--- src/rtl/legv8_pkg.sv ---
// Shared LEGv8 fetch constants and fetch-FSM state encoding.
// Pure declarations: no latency, no flow control.
package legv8_pkg;

    localparam logic [31:0] LEGV8_NOP = 32'hD503201F;
    localparam int unsigned PC_INC    = 4;

    typedef enum logic [1:0] {
        ST_BOOT  = 2'd0,
        ST_REQ   = 2'd1,
        ST_HOLD  = 2'd2,
        ST_DRAIN = 2'd3
    } fetch_state_t;

endpackage

--- src/rtl/legv8_ifid_reg.sv ---
// IF/ID pipeline register: one-cycle load, flush beats hold, hold beats load.
// A cycle with nothing to load and no hold leaves a bubble (valid=0, NOP).
module legv8_ifid_reg #(
    parameter int PC_W = 64
) (
    input  logic            clk,
    input  logic            rst,
    input  logic            flush,
    input  logic            hold,
    input  logic            load_vld,
    input  logic [PC_W-1:0] load_pc,
    input  logic [31:0]     load_instr,
    output logic            ifid_valid,
    output logic [PC_W-1:0] ifid_pc,
    output logic [31:0]     ifid_instr
);
    import legv8_pkg::*;

    always_ff @(posedge clk or posedge rst) begin
        if (rst) begin
            ifid_valid <= 1'b0;
            ifid_pc    <= '0;
            ifid_instr <= LEGV8_NOP;
        end else if (flush) begin
            ifid_valid <= 1'b0;
            ifid_pc    <= '0;
            ifid_instr <= LEGV8_NOP;
        end else if (!hold) begin
            if (load_vld) begin
                ifid_valid <= 1'b1;
                ifid_pc    <= load_pc;
                ifid_instr <= load_instr;
            end else begin
                ifid_valid <= 1'b0;
                ifid_pc    <= '0;
                ifid_instr <= LEGV8_NOP;
            end
        end
    end

endmodule

--- src/rtl/legv8_if_stage.sv ---
// LEGv8 fetch stage: PC, imem req/ack handshake, one-entry hold buffer, IF/ID load.
// Ack in cycle N shows in IF/ID after edge N+1; ID stall parks one fetch in the hold buffer.
module legv8_if_stage #(
    parameter int              PC_W     = 64,
    parameter logic [PC_W-1:0] RESET_PC = '0
) (
    input  logic            clk,
    input  logic            rst,
    input  logic            pc_src,
    input  logic [PC_W-1:0] branch_target,
    input  logic            stall,
    output logic            imem_req,
    output logic [PC_W-1:0] imem_addr,
    input  logic            imem_ack,
    input  logic [31:0]     imem_rdata,
    output logic            ifid_valid,
    output logic [PC_W-1:0] ifid_pc,
    output logic [31:0]     ifid_instr,
    output logic [PC_W-1:0] pc
);
    import legv8_pkg::*;

    fetch_state_t    state;
    logic            hold_vld;
    logic [PC_W-1:0] hold_pc;
    logic [31:0]     hold_instr;

    logic            ack_take;
    logic            ifid_hold;
    logic [PC_W-1:0] pc_inc;
    logic [PC_W-1:0] target;
    logic            load_vld;
    logic [PC_W-1:0] load_pc;
    logic [31:0]     load_instr;

    assign ack_take  = imem_req & imem_ack;
    // An empty IF/ID can always accept, even while ID is stalling.
    assign ifid_hold = stall & ifid_valid;
    assign pc_inc    = pc + PC_W'(PC_INC);
    assign target    = branch_target & ~PC_W'(3);

    always_comb begin
        load_vld   = 1'b0;
        load_pc    = imem_addr;
        load_instr = imem_rdata;
        if (state == ST_REQ && ack_take) begin
            load_vld = 1'b1;
        end else if (state == ST_HOLD && hold_vld) begin
            load_vld   = 1'b1;
            load_pc    = hold_pc;
            load_instr = hold_instr;
        end
    end

    always_ff @(posedge clk or posedge rst) begin
        if (rst) begin
            state      <= ST_BOOT;
            pc         <= RESET_PC;
            imem_addr  <= RESET_PC;
            imem_req   <= 1'b0;
            hold_vld   <= 1'b0;
            hold_pc    <= '0;
            hold_instr <= LEGV8_NOP;
        end else if (pc_src) begin
            pc       <= target;
            hold_vld <= 1'b0;
            unique case (state)
                ST_REQ, ST_DRAIN: begin
                    // Without an ack the old request must stay on the bus until it completes.
                    if (ack_take) begin
                        imem_addr <= target;
                        state     <= ST_REQ;
                    end else begin
                        state <= ST_DRAIN;
                    end
                end
                default: begin
                    imem_addr <= target;
                    imem_req  <= 1'b1;
                    state     <= ST_REQ;
                end
            endcase
        end else begin
            unique case (state)
                ST_BOOT: begin
                    imem_addr <= pc;
                    imem_req  <= 1'b1;
                    state     <= ST_REQ;
                end
                ST_REQ: begin
                    if (ack_take) begin
                        if (!ifid_hold) begin
                            pc        <= pc_inc;
                            imem_addr <= pc_inc;
                        end else begin
                            hold_vld   <= 1'b1;
                            hold_pc    <= imem_addr;
                            hold_instr <= imem_rdata;
                            imem_req   <= 1'b0;
                            state      <= ST_HOLD;
                        end
                    end
                end
                ST_HOLD: begin
                    if (!stall) begin
                        hold_vld  <= 1'b0;
                        pc        <= pc_inc;
                        imem_addr <= pc_inc;
                        imem_req  <= 1'b1;
                        state     <= ST_REQ;
                    end
                end
                ST_DRAIN: begin
                    if (ack_take) begin
                        imem_addr <= pc;
                        state     <= ST_REQ;
                    end
                end
                default: begin
                    imem_req <= 1'b0;
                    state    <= ST_BOOT;
                end
            endcase
        end
    end

    legv8_ifid_reg #(
        .PC_W (PC_W)
    ) u_ifid (
        .clk        (clk),
        .rst        (rst),
        .flush      (pc_src),
        .hold       (ifid_hold),
        .load_vld   (load_vld),
        .load_pc    (load_pc),
        .load_instr (load_instr),
        .ifid_valid (ifid_valid),
        .ifid_pc    (ifid_pc),
        .ifid_instr (ifid_instr)
    );

endmodule

--- config.mk ---
export PLATFORM = sky130hd
export DESIGN_NAME = legv8_if_stage
export DESIGN_NICKNAME = d
export VERILOG_FILES = /design/src/rtl/legv8_pkg.sv /design/src/rtl/legv8_ifid_reg.sv /design/src/rtl/legv8_if_stage.sv
export SDC_FILE = /design/constraint.sdc
export NUM_CORES = 1
export LEC_CHECK = 0
export BUFFER_PORTS_ARGS = -buffer_cell sky130_fd_sc_hd__buf_2
export CORE_ASPECT_RATIO = 0.6
export CORE_MARGIN = 1.5
export CORE_UTILIZATION = 50
export CTS_CLUSTER_DIAMETER = 80
export CTS_CLUSTER_SIZE = 20
export DETAILED_ROUTE_END_ITERATION = 8
export GPL_TIMING_DRIVEN = 0
export MAX_ROUTING_LAYER = met4
export PLACE_DENSITY_LB_ADDON = 0.08
export RECOVER_POWER = 100
export SYNTH_ARGS = -nofsm -noshare
export SYNTH_HDL_FRONTEND = slang
export SYNTH_HIERARCHICAL = 1
export SYNTH_SLANG_ARGS = --single-unit
--- constraint.sdc ---
create_clock -name clk -period 9.1 [get_ports clk]
set_clock_uncertainty 0.2 [all_clocks]
set_input_delay 0.455 -clock clk [delete_from_list [all_inputs] [get_ports clk]]
set_output_delay 0.455 -clock clk [all_outputs]
set_load 0.1 [all_outputs]
==> results.md <==
* I/O pin count at roughly 330
* Remaining Overflow, GRT at 0
* CP Buf/Inv Count at 2
* CTS clk-pin slew, worst paths at about 90 ps
* Initial core utilization at 0.5060
* Mux cell area share after synthesis at 0.1496
* Status: finished with violations
* Synth Register Bits at 321
* Vias at around 15000
* Syn. warnings at 6
* Row count at 52
* Synth async-reset ratio at 1.000
* CP Capture Type: flop
* Critical-path maximum fanout at 10
* Die width at 241.2 µm
* Share of cells above drive strength 1 at 0.2035
* Final Core Density at 0.6031
* Routability congestion estimate at 0.9962
* Num Clock Sinks at around 320
* Total GRT Usage at 0.3675
* Synth cell types at 64
* Max Cap Viol at 6
* Final Power at about 6.3 mW
* # nets final at approximately 2200
* Post-synth EDFFs at 0
* Syn avg cell area at roughly 10 µm²
* PD cells at 311.4 mW/mm²
* Post-DR wirelength/cell at about 25 µm
* Max Fclk at between 0.15 and 0.2 GHz
* Peak VDD IR at 0.0003000 V
* Failing checks: capacitance limit, slew limit
* Area growth syn-to-layout at 19.19%
* Clock buffer count from CTS at 20
* # DRC at 0
* Antenna violations before repair at 4
* Setup CP Type: flop to flop
* Die span in y at around 150 µm
* Main synth FF type: dfrtp_1
* Post-route insts no fill at about 2500
* Final setup TNS at 0 ps
* DRT iter0 DRCs at about 1700
* Core area at between 0.03 and 0.04 mm²
* Final Hold Fails at 0
* CP max stage cell: nor4_1
* Clock root cell: clkbuf_16
* Simple-gate portion of the synthesized area at 0.1625
* Global-route wire length before repair at ~93000 µm
* Post-route ant nets at 0
* Final Setup Violations at 0
* Period Utilization, post-route at 0.5598
* First drt pass iteration count at 6
* Drt via density at 6.017
* H-Tree Depth at 1
* Total Wirelength at about 63000 µm
* Number of global-route vias before repair at ~14000
* Synth Instances at 1623
* Post-synthesis adder-cell area fraction at 0.003676
* Crit path required time at approximately 9300 ps
* CP delay by family, top: simple AND/OR/NAND/NOR gates
* CTS max path bufs at 3
* Largest net degree at the start of global routing at around 120
* Fin crit period at between 5000 and 6000 ps
* Clk Latency, worst-skew pair at 550 ps
* Combinational family with the most area after synthesis: simple AND/OR/NAND/NOR gates
* Post_cts resized at 0
* Lkg Pwr at between 8 and 9 nW
* Placed cells at about 2400
* Port bufs at 321
* Max Transition Viols Final at between 200 and 250
* Die ar. at between 0.03 and 0.04 mm²
* XOR/XNOR share of the synthesized area at 0.05506
* Hold_ws at about 20 ps
* Worst-margin pin slew at around 5600 ps
* Worst reg-to-reg setup slack at approximately 4000 ps
* Relative slew slack at -2.734
* Crit path cell chain: inv_1 -> ha_1 -> clkbuf_1 -> nand3_1 -> nor4_1 -> nand3b_1 -> o21a_1 -> o31ai_1 -> o21ai_0
* CP peak stage delay at approximately 1500 ps
* Complex-gate fraction of the synthesized area at 0.1098
* Sequential share of the synthesized area at 0.4739
* Mapped Area at between 0.015 and 0.02 mm²
* Tightest Hold Check Type: input pin to flop
* Fillcell total at a little over 3000
* CTS tree: done
* Detail Placement HPWL at 47290 µm
* RSZ-0062 raised after global routing: no
* Data arrival, critical path at approximately 5300 ps
* Setup crit start kind: flop
==> routing by layer <==
| metal | wire length, µm | GRT usage |
|---|---|---|
| met5 | 0 | - |
| met4 | 926 | 0.06094 |
| met3 | 6728 | 0.1007 |
| met2 | 25900 | 0.4832 |
| met1 | 29820 | 0.5641 |
==> placed cells by master (no fill, tap or decap), types with 21 or more instances in the layout <==
master / Yosys / routed
nand2_1: 144 / 144
clkbuf_16: 0 / 21
a21oi_1: 97 / 97
nand3b_1: 52 / 52
nand4_1: 47 / 49
nor3_1: 43 / 48
nand3_1: 36 / 36
xor2_1: 28 / 28
mux2_2: 219 / 209
o21ai_0: 59 / 60
dlygate4sd3_1: 0 / 81
clkbuf_1: 80 / 340
dfstp_2: 26 / 26
dfrtp_1: 295 / 295
buf_2: 39 / 125
a32o_1: 34 / 34
xnor2_1: 79 / 79
nor4_1: 27 / 31
nor2_1: 84 / 84
==> report_power, final <==
part	internal, mW	switching (mW)
Combinational	0.640	2.56
Sequential	1.80	0.334
Clock	0.441	0.534
==> worst paths after layout <==
check	depth (start not counted)	from	endpoint
worst max-delay path	9	state[1]$_DFFE_PP0P_	imem_addr[44]$_DFFE_PP0P_
worst min-delay path	3	branch_target[35]	pc[35]$_DFFE_PP0P_
worst max register to register	9	state[1]$_DFFE_PP0P_	imem_addr[44]$_DFFE_PP0P_
worst min register to register	1	u_ifid/ifid_pc[5]$_DFFE_PP0P_	u_ifid/ifid_pc[5]$_DFFE_PP0P_
max in group asynchronous	4	rst	u_ifid/ifid_pc[62]$_DFFE_PP0P_
min in group asynchronous	3	rst	u_ifid/ifid_pc[41]$_DFFE_PP0P_
==> worst min-delay path, cell delays in order <==
cell and delay, ps:
buf_2 90, nor2_1 50, a21oi_1 130
==> cells in the mapped netlist, drive strengths merged, types with 6 or more instances <==
library cell,n,share of area
a21oi,97,0.029
nand2b,15,0.0060
nor2,84,0.019
mux2,219,0.14
nor4,31,0.013
dfrtp,295,0.43
a21boi,12,0.0053
and3,10,0.0037
a32o,34,0.020
nand2,144,0.032
dfstp,26,0.040
o21a,6,0.0026
or3,18,0.0066
inv,12,0.0026
o21ai,61,0.018
nand3b,52,0.023
nand3,38,0.012
a221oi,14,0.0072
nand4,52,0.021
nor3,51,0.017
xor2,28,0.014
buf,67,0.023
mux2i,8,0.0047
o31ai,13,0.0057
xnor2,79,0.041
nor2b,6,0.0031
clkbuf,87,0.020
o32a,13,0.0076
==> state kept, by name, summed over array words and instances, names as in the netlist <==
| signal | flops |
|---|---|
| hold_vld | 1 |
| hold_instr | 32 |
| u_ifid/ifid_pc | 64 |
| u_ifid/ifid_valid | 1 |
| hold_pc | 63 |
| imem_req | 1 |
| u_ifid/ifid_instr | 32 |
| pc | 62 |
| state | 2 |
| imem_addr | 63 |
==> per-stage QoR <==
| step | setup slack, ps | area, µm² |
|---|---|---|
| 5_1_grt | 3208 | 20290 |
| 4_1_cts | 4850 | 20680 |
| 3_3_place_gp | -862.9 | 19200 |
| 2_1_floorplan | 2332 | 17020 |
| 6_report | 4006 | 20290 |
| 3_5_place_dp | 4727 | 19280 |
==> logic make-up (layout without fill, tap and decap cells) <==
family                   count (synthesis)  in the layout
AND/OR/NAND/NOR                        514            514
multiplexers                           227            227
AO/OA/AOI/OAI                          282            282
adder cells (fa/ha/maj)                  5              5
other                                    1              4
XOR/XNOR                               107            107
buffers and inverters                  166            606
flip-flops                             321            321
==> area by class of cell <==
cell class	instances	area, µm²	area share
diodes	2	5.005	0.0002467
plain buffers	154	711.9	0.03510
clock buffers	35	578.1	0.02850
clock inverters	1	20.02	0.0009869
inverters	12	47.55	0.002344
multi-input cells	1137	8117	0.4001
flip-flops and latches	321	8065	0.3976
well taps	459	574.3	0.02831
repair buffers	404	2167	0.1068
==> timing repair <==
item / 4_1_cts / 5_1_grt
buffers inserted: 0 / 0
hold endpoints to repair: 234 / 0
hold buffers: 81 / 0
Power figures use the tool's default switching activity.
